==> config.mk <==
export PLATFORM = sky130hd
export DESIGN_NAME = comp_bist_flat
export DESIGN_NICKNAME = d
export VERILOG_FILES = /design/src/rtl/comp_bist_pkg.sv /design/src/rtl/comp_bist_if.sv /design/src/rtl/comp_bist_ref.sv /design/src/rtl/comp_bist.sv /design/src/flat_wrapper.sv
export SDC_FILE = /design/constraint.sdc
export NUM_CORES = 1
export LEC_CHECK = 0
export ABC_AREA = 0
export BUFFER_PORTS_ARGS = -buffer_cell sky130_fd_sc_hd__buf_2
export CORE_MARGIN = 2
export CORE_UTILIZATION = 29
export DETAILED_ROUTE_END_ITERATION = 16
export PLACE_DENSITY_LB_ADDON = 0.12
export SYNTH_ARGS = -nofsm -noshare
export SYNTH_HDL_FRONTEND = slang
export SYNTH_SLANG_ARGS = --single-unit
==> constraint.sdc <==
create_clock -name clk -period 3.9 [get_ports clk]
set_input_delay 0.39 -clock clk [delete_from_list [all_inputs] [get_ports clk]]
set_output_delay 0.39 -clock clk [all_outputs]
set_load 0.005 [all_outputs]
==> src/rtl/comp_bist_pkg.sv <==
// comp_bist_pkg: shared types and sizing helpers for the comparator self-test.
package comp_bist_pkg;

    typedef enum logic [1:0] {
        IDLE  = 2'd0,
        WAIT  = 2'd1,
        CHECK = 2'd2,
        DONE  = 2'd3
    } state_t;

    // Bit positions inside the 3-bit flag vector {o1, o2, o3}.
    localparam int GT = 2;
    localparam int EQ = 1;
    localparam int LT = 0;

    // Number of {a,b} vectors in one exhaustive run.
    function automatic int vec_count(input int w);
        return 1 << (2 * w);
    endfunction

    // fail_count is one bit wider than the vector index so a run in which
    // every vector fails still fits.
    function automatic int fail_width(input int w);
        return 2 * w + 1;
    endfunction

endpackage

==> src/rtl/comp_bist_if.sv <==
// comp_bist_if: bundle between the self-test engine (master) and the
// comparator / supervising logic (slave).
interface comp_bist_if
    import comp_bist_pkg::*;
#(
    parameter int W = 1
);
    logic                       start;
    logic [W-1:0]               a_out;
    logic [W-1:0]               b_out;
    logic                       o1_in;
    logic                       o2_in;
    logic                       o3_in;
    logic                       busy;
    logic                       done;
    logic                       pass;
    logic [fail_width(W)-1:0]   fail_count;
    logic [W-1:0]               err_a;
    logic [W-1:0]               err_b;

    modport master (
        input  start, o1_in, o2_in, o3_in,
        output a_out, b_out, busy, done, pass, fail_count, err_a, err_b
    );

    modport slave (
        output start, o1_in, o2_in, o3_in,
        input  a_out, b_out, busy, done, pass, fail_count, err_a, err_b
    );

endinterface

==> src/rtl/comp_bist_ref.sv <==
// comp_bist_ref: golden magnitude compare, flags ordered {a>b, a==b, a<b}.
module comp_bist_ref
    import comp_bist_pkg::*;
#(
    parameter int W = 1
) (
    input  logic [W-1:0] a,
    input  logic [W-1:0] b,
    output logic [2:0]   flags
);

    // Unsigned compare; exactly one flag is ever set.
    always_comb begin
        flags     = '0;
        flags[GT] = (a > b);
        flags[EQ] = (a == b);
        flags[LT] = (a < b);
    end

endmodule

==> src/rtl/comp_bist.sv <==
// comp_bist: walks every {a,b} operand pair into a magnitude comparator,
// holds each pair SETTLE cycles, then checks the returned flags.
//
// Optional build macro COMP_BIST_STOP_ON_FAIL_EN: when defined the run ends
// at the first mismatching vector and a_out/b_out stay on it for debug.
//
// state | meaning
// IDLE  | waiting for start, all results cleared
// WAIT  | holding the current vector while the comparator settles
// CHECK | sampling o1/o2/o3 against the reference, advancing the vector
// DONE  | results valid, last vector held, start restarts the run
module comp_bist
    import comp_bist_pkg::*;
#(
    parameter int W      = 1,
    parameter int SETTLE = 1
) (
    input  logic            clk,
    input  logic            rst,
    comp_bist_if.master     bus
);

    localparam int VW = 2 * W;
    localparam int FW = fail_width(W);
    localparam int CW = (SETTLE > 1) ? $clog2(SETTLE) : 1;
    localparam logic [VW-1:0] LAST   = VW'(vec_count(W) - 1);
    localparam logic [CW-1:0] RELOAD = CW'(SETTLE - 1);

    state_t         state;
    logic [VW-1:0]  vec;
    logic [CW-1:0]  settle_cnt;
    logic [2:0]     exp_flags;
    logic [2:0]     obs_flags;
    logic           mismatch;
    logic           last_vec;
    logic [FW-1:0]  fail_nxt;

    comp_bist_ref #(.W(W)) u_ref (
        .a     (vec[VW-1:W]),
        .b     (vec[W-1:0]),
        .flags (exp_flags)
    );

    // Operands come straight from the vector register, so they are registered
    // and hold their value through DONE.
    assign bus.a_out = vec[VW-1:W];
    assign bus.b_out = vec[W-1:0];

    // Any deviation counts, including no-flag and multi-flag responses.
    assign obs_flags = {bus.o1_in, bus.o2_in, bus.o3_in};
    assign mismatch  = (obs_flags != exp_flags);
    assign last_vec  = (vec == LAST);
    assign fail_nxt  = bus.fail_count + FW'(1);

    // Sequencer, result capture and registered status outputs.
    always_ff @(posedge clk or posedge rst) begin
        if (rst) begin
            state          <= IDLE;
            vec            <= '0;
            settle_cnt     <= '0;
            bus.busy       <= 1'b0;
            bus.done       <= 1'b0;
            bus.pass       <= 1'b0;
            bus.fail_count <= '0;
            bus.err_a      <= '0;
            bus.err_b      <= '0;
        end else begin
            case (state)
                IDLE, DONE: begin
                    if (bus.start) begin
                        state          <= WAIT;
                        vec            <= '0;
                        settle_cnt     <= RELOAD;
                        bus.busy       <= 1'b1;
                        bus.done       <= 1'b0;
                        bus.pass       <= 1'b0;
                        bus.fail_count <= '0;
                        bus.err_a      <= '0;
                        bus.err_b      <= '0;
                    end
                end
                WAIT: begin
                    if (settle_cnt == '0) begin
                        state <= CHECK;
                    end else begin
                        settle_cnt <= settle_cnt - CW'(1);
                    end
                end
                CHECK: begin
                    if (mismatch) begin
                        bus.fail_count <= fail_nxt;
                        if (bus.fail_count == '0) begin
                            bus.err_a <= vec[VW-1:W];
                            bus.err_b <= vec[W-1:0];
                        end
                    end
`ifdef COMP_BIST_STOP_ON_FAIL_EN
                    if (mismatch || last_vec) begin
`else
                    if (last_vec) begin
`endif
                        state    <= DONE;
                        bus.busy <= 1'b0;
                        bus.done <= 1'b1;
                        bus.pass <= (bus.fail_count == '0) && !mismatch;
                    end else begin
                        state      <= WAIT;
                        vec        <= vec + VW'(1);
                        settle_cnt <= RELOAD;
                    end
                end
                default: begin
                    state <= IDLE;
                end
            endcase
        end
    end

endmodule

==> src/flat_wrapper.sv <==
// flat-port wrapper written by rule: the top's interface ports become plain ports
module comp_bist_flat import comp_bist_pkg::*;
#(
    parameter int W      = 1,
    parameter int SETTLE = 1
)
  (clk, rst, bus_start, bus_o1_in, bus_o2_in, bus_o3_in, bus_a_out, bus_b_out, bus_busy, bus_done, bus_pass, bus_fail_count, bus_err_a, bus_err_b);
  comp_bist_if #(.W(W)) bus_i ();
  input  logic clk;
  input  logic rst;
  input wire logic [$bits(bus_i.start)-1:0] bus_start;
  input wire logic [$bits(bus_i.o1_in)-1:0] bus_o1_in;
  input wire logic [$bits(bus_i.o2_in)-1:0] bus_o2_in;
  input wire logic [$bits(bus_i.o3_in)-1:0] bus_o3_in;
  output wire logic [$bits(bus_i.a_out)-1:0] bus_a_out;
  output wire logic [$bits(bus_i.b_out)-1:0] bus_b_out;
  output wire logic [$bits(bus_i.busy)-1:0] bus_busy;
  output wire logic [$bits(bus_i.done)-1:0] bus_done;
  output wire logic [$bits(bus_i.pass)-1:0] bus_pass;
  output wire logic [$bits(bus_i.fail_count)-1:0] bus_fail_count;
  output wire logic [$bits(bus_i.err_a)-1:0] bus_err_a;
  output wire logic [$bits(bus_i.err_b)-1:0] bus_err_b;
  assign bus_i.start = bus_start;
  assign bus_i.o1_in = bus_o1_in;
  assign bus_i.o2_in = bus_o2_in;
  assign bus_i.o3_in = bus_o3_in;
  assign bus_a_out = bus_i.a_out;
  assign bus_b_out = bus_i.b_out;
  assign bus_busy = bus_i.busy;
  assign bus_done = bus_i.done;
  assign bus_pass = bus_i.pass;
  assign bus_fail_count = bus_i.fail_count;
  assign bus_err_a = bus_i.err_a;
  assign bus_err_b = bus_i.err_b;
  comp_bist #(.W(W), .SETTLE(SETTLE)) u_core (.clk(clk), .rst(rst), .bus(bus_i));
endmodule
==> out/metrics.csv <==
metric,value,unit
status,"finished, final reports clean",
Synth top area share,38.46,%
first-pass GRT wire length,2939,µm
crit path DAT,2.05,ns
largest cells by area after synthesis,"dfrtp_1 (38%), ha_1 (13%), xnor2_2 (6.3%)",
Num CTS Buffers,3,
"commonest non-fill, non-tap cell in the layout",buf_2,
synthesized flop and latch total,12,
Placed Cells incl. Taps,126,
cell taking the most area after synthesis,dfrtp_1,
share of layout cells above drive strength 1,25.00,%
sequential power share,30.7,%
WP data required,4.06,ns
final count of pins violating max slew,0,
Crit Path Max Fanout,8,
reg-to-reg startpoint,u_core.vec[0],
reg2reg end,u_core.bus.fail_count[2],
Net Switching,0.2428,mW
final hold slack,0.1267,ns
Worst Skew,0.001215,ns
Core Area,2522,µm²
Setup crit start,u_core.vec[0],
largest net degree at the start of global routing,13,
DIE AREA,3123,µm²
clk slew on worst S/H paths,0.09,ns
Non-Filler Instances,130,
post-route ant nets,0,
Final period util,48.30,%
Setup TNS Final,0,ns
n_diodes,0,
Avg Inst Size Synth,9.407,µm²
Die W,55.89,µm
cell internal pwr,0.3194,mW
max cap viols,0,
CTS Hold Bufs,0,
DRT iter0 DRCs,9,
vias in the first global route,593,
pwr/cell area,610.5,nW/µm²
DR DRC count,0,
r2r worst-path depth,6,
Final GP Congestion,0.7337,
Final nets,115,
CTS H-tree lvls,1,
Max clock buf depth,2,
clock power share,18.2,%
Synthesized Nets,97,
post-CTS setup buffers,0,
Initial Utilization,30.95,%
CTS tree,yes,
Setup crit end,u_core.bus.fail_count[2],
clock latency on the worst-skew pair,0.27,ns
Synth Cell Area,780.7,µm²
"Hold Vio Cnt, Final",0,
Detailed Place HPWL,1264,µm
Slew Limit Headroom,66.54,%
HP Class,input port to async pin,
post-CTS resize count,0,
Peak supply drop,292.7,µV
critical path type,flop to flop,
DIE HEIGHT,55.89,µm
GR Util All Layers,11.88,%
"Seq/Total Area, Yosys",38.46,%
Synth Instances,83,
Site Rows,18,
final wirelength,1706,µm
Sw Share,43.19,%
via count,656,
post-layout minimum cycle time,1.884,ns
remaining global-route overflow,0,
leakage,0.4547,nW
Final setup viols,0,
initial antenna violation count,0,
area grow syn2layout,17.95,%
worst-margin pin slew,0.5013,ns
DRT Pass-1 Iters,4,
post-DR wirelength/cell,13.12,µm
port buffer count,15,
Logic pwr share,51.1,%
CTS sink cnt,12,
total power,0.5622,mW
most frequent cells in the layout,"buf_2 (15), dfrtp_1 (12), nand2_1 (10)",
YS warnings,0,
Top-Level Pins,16,
RSZ-0062 raised after global routing,no,
Setup crit start kind,flop,
maximum clock rate,0.5309,GHz
synth unique cells,29,
"Core Util, Final",36.51,%
CP endpoint kind,flop,
Via density,5.046,
Reg2Reg Setup Slack,2.02,ns
root buf cell,clkbuf_4,
cells in the mapped netlist (all sizes together):
cell and count:
a22o 1, nor2 5, o21ai 3, nand2 10, o41ai 1, dfrtp 12
or2 2, a21boi 1, nand2b 3, ha 8, a22oi 1, and2b 1
clkbuf 1, o22ai 4, a21oi 6, a311oi 1, a2bb2oi 1, mux2i 1
buf 1, inv 8, nand4 3, and4 1, a31oi 1, o211ai 2
nand3 1, a211o 1, xnor2 3
critical path, cell delays in order, from the launching register on:
cell	delay [ns]
dfrtp_1	0.48
inv_1	0.07
ha_1	0.34
xnor2_2	0.23
nand3_1	0.19
and4_1	0.24
a211o_1	0.22
worst min path at each step:
stage               start              end  slack [ns]  cells after the start
global placement      rst  u_core.bus.busy        0.46                      2
floorplan             rst  u_core.bus.busy        0.25                      1
finish                rst  u_core.bus.busy        0.13                      2
CTS                   rst  u_core.bus.busy        0.15                      2
detailed placement    rst  u_core.bus.busy        0.45                      2
global route          rst  u_core.bus.busy        0.16                      2
cells by family (layout without fill, tap and decap cells):
group | count (synthesis) | count (layout) | share of synthesized area [%]
and+or+nand+nor | 26 | 26 | 16.99
AOI/OAI and AO/OA | 23 | 23 | 19.23
DFF | 12 | 12 | 38.46
buffers and inverters | 10 | 27 | 4.967
adders and majority gates | 8 | 8 | 12.82
xor gates and xnor gates | 3 | 3 | 6.250
muxes | 1 | 1 | 1.282
flip-flops by register name, indices dropped and copies added, names as in the netlist:
signal	flops
u_core.vec	2
u_core.bus.fail_count	3
u_core.bus.err_b	1
u_core.bus.busy	1
u_core.bus.pass	1
u_core.state	2
u_core.bus.done	1
u_core.bus.err_a	1
metal layers:
layer,part of all wire [%],vias up,global-route usage [%]
li1,-,328,-
met1,50,315,17.24
met2,46,11,17.69
met3,2.3,2,0.6977
met4,1.6,0,6.122
met5,0,-,0
power by group through the flow:
| stage | combinational [mW] | sequential, mW | clock [mW] |
|---|---|---|---|
| 4_1_cts | 0.292 | 0.173 | 0.104 |
| 5_1_grt | 0.333 | 0.177 | 0.114 |
| 6_report | 0.287 | 0.173 | 0.102 |
| 3_3_place_gp | 0.291 | 0.173 | 0 |
| 2_1_floorplan | 0.222 | 0.171 | 0 |
| 3_5_place_dp | 0.291 | 0.176 | 0 |
metrics by stage:
| step | area [µm²] | setup WS, ns |
|---|---|---|
| floorplan | 780.7 | 2.185 |
| global placement | 884.6 | 2.113 |
| detailed placement | 884.6 | 2.052 |
| CTS | 920.9 | 2.038 |
| global route | 920.9 | 1.887 |
| finish | 920.9 | 2.016 |
area by class of cell:
| type | count | area (µm²) |
|---|---|---|
| Multi-Input combinational cell | 61 | 441.7 |
| Fill cell | 274 | 1602 |
| Clock buffer | 4 | 36.28 |
| Tap cell | 30 | 37.54 |
| Sequential cell | 12 | 300.3 |
| Timing Repair Buffer | 15 | 75.07 |
| Inverter | 8 | 30.03 |
(Power assumes the default switching activity.)
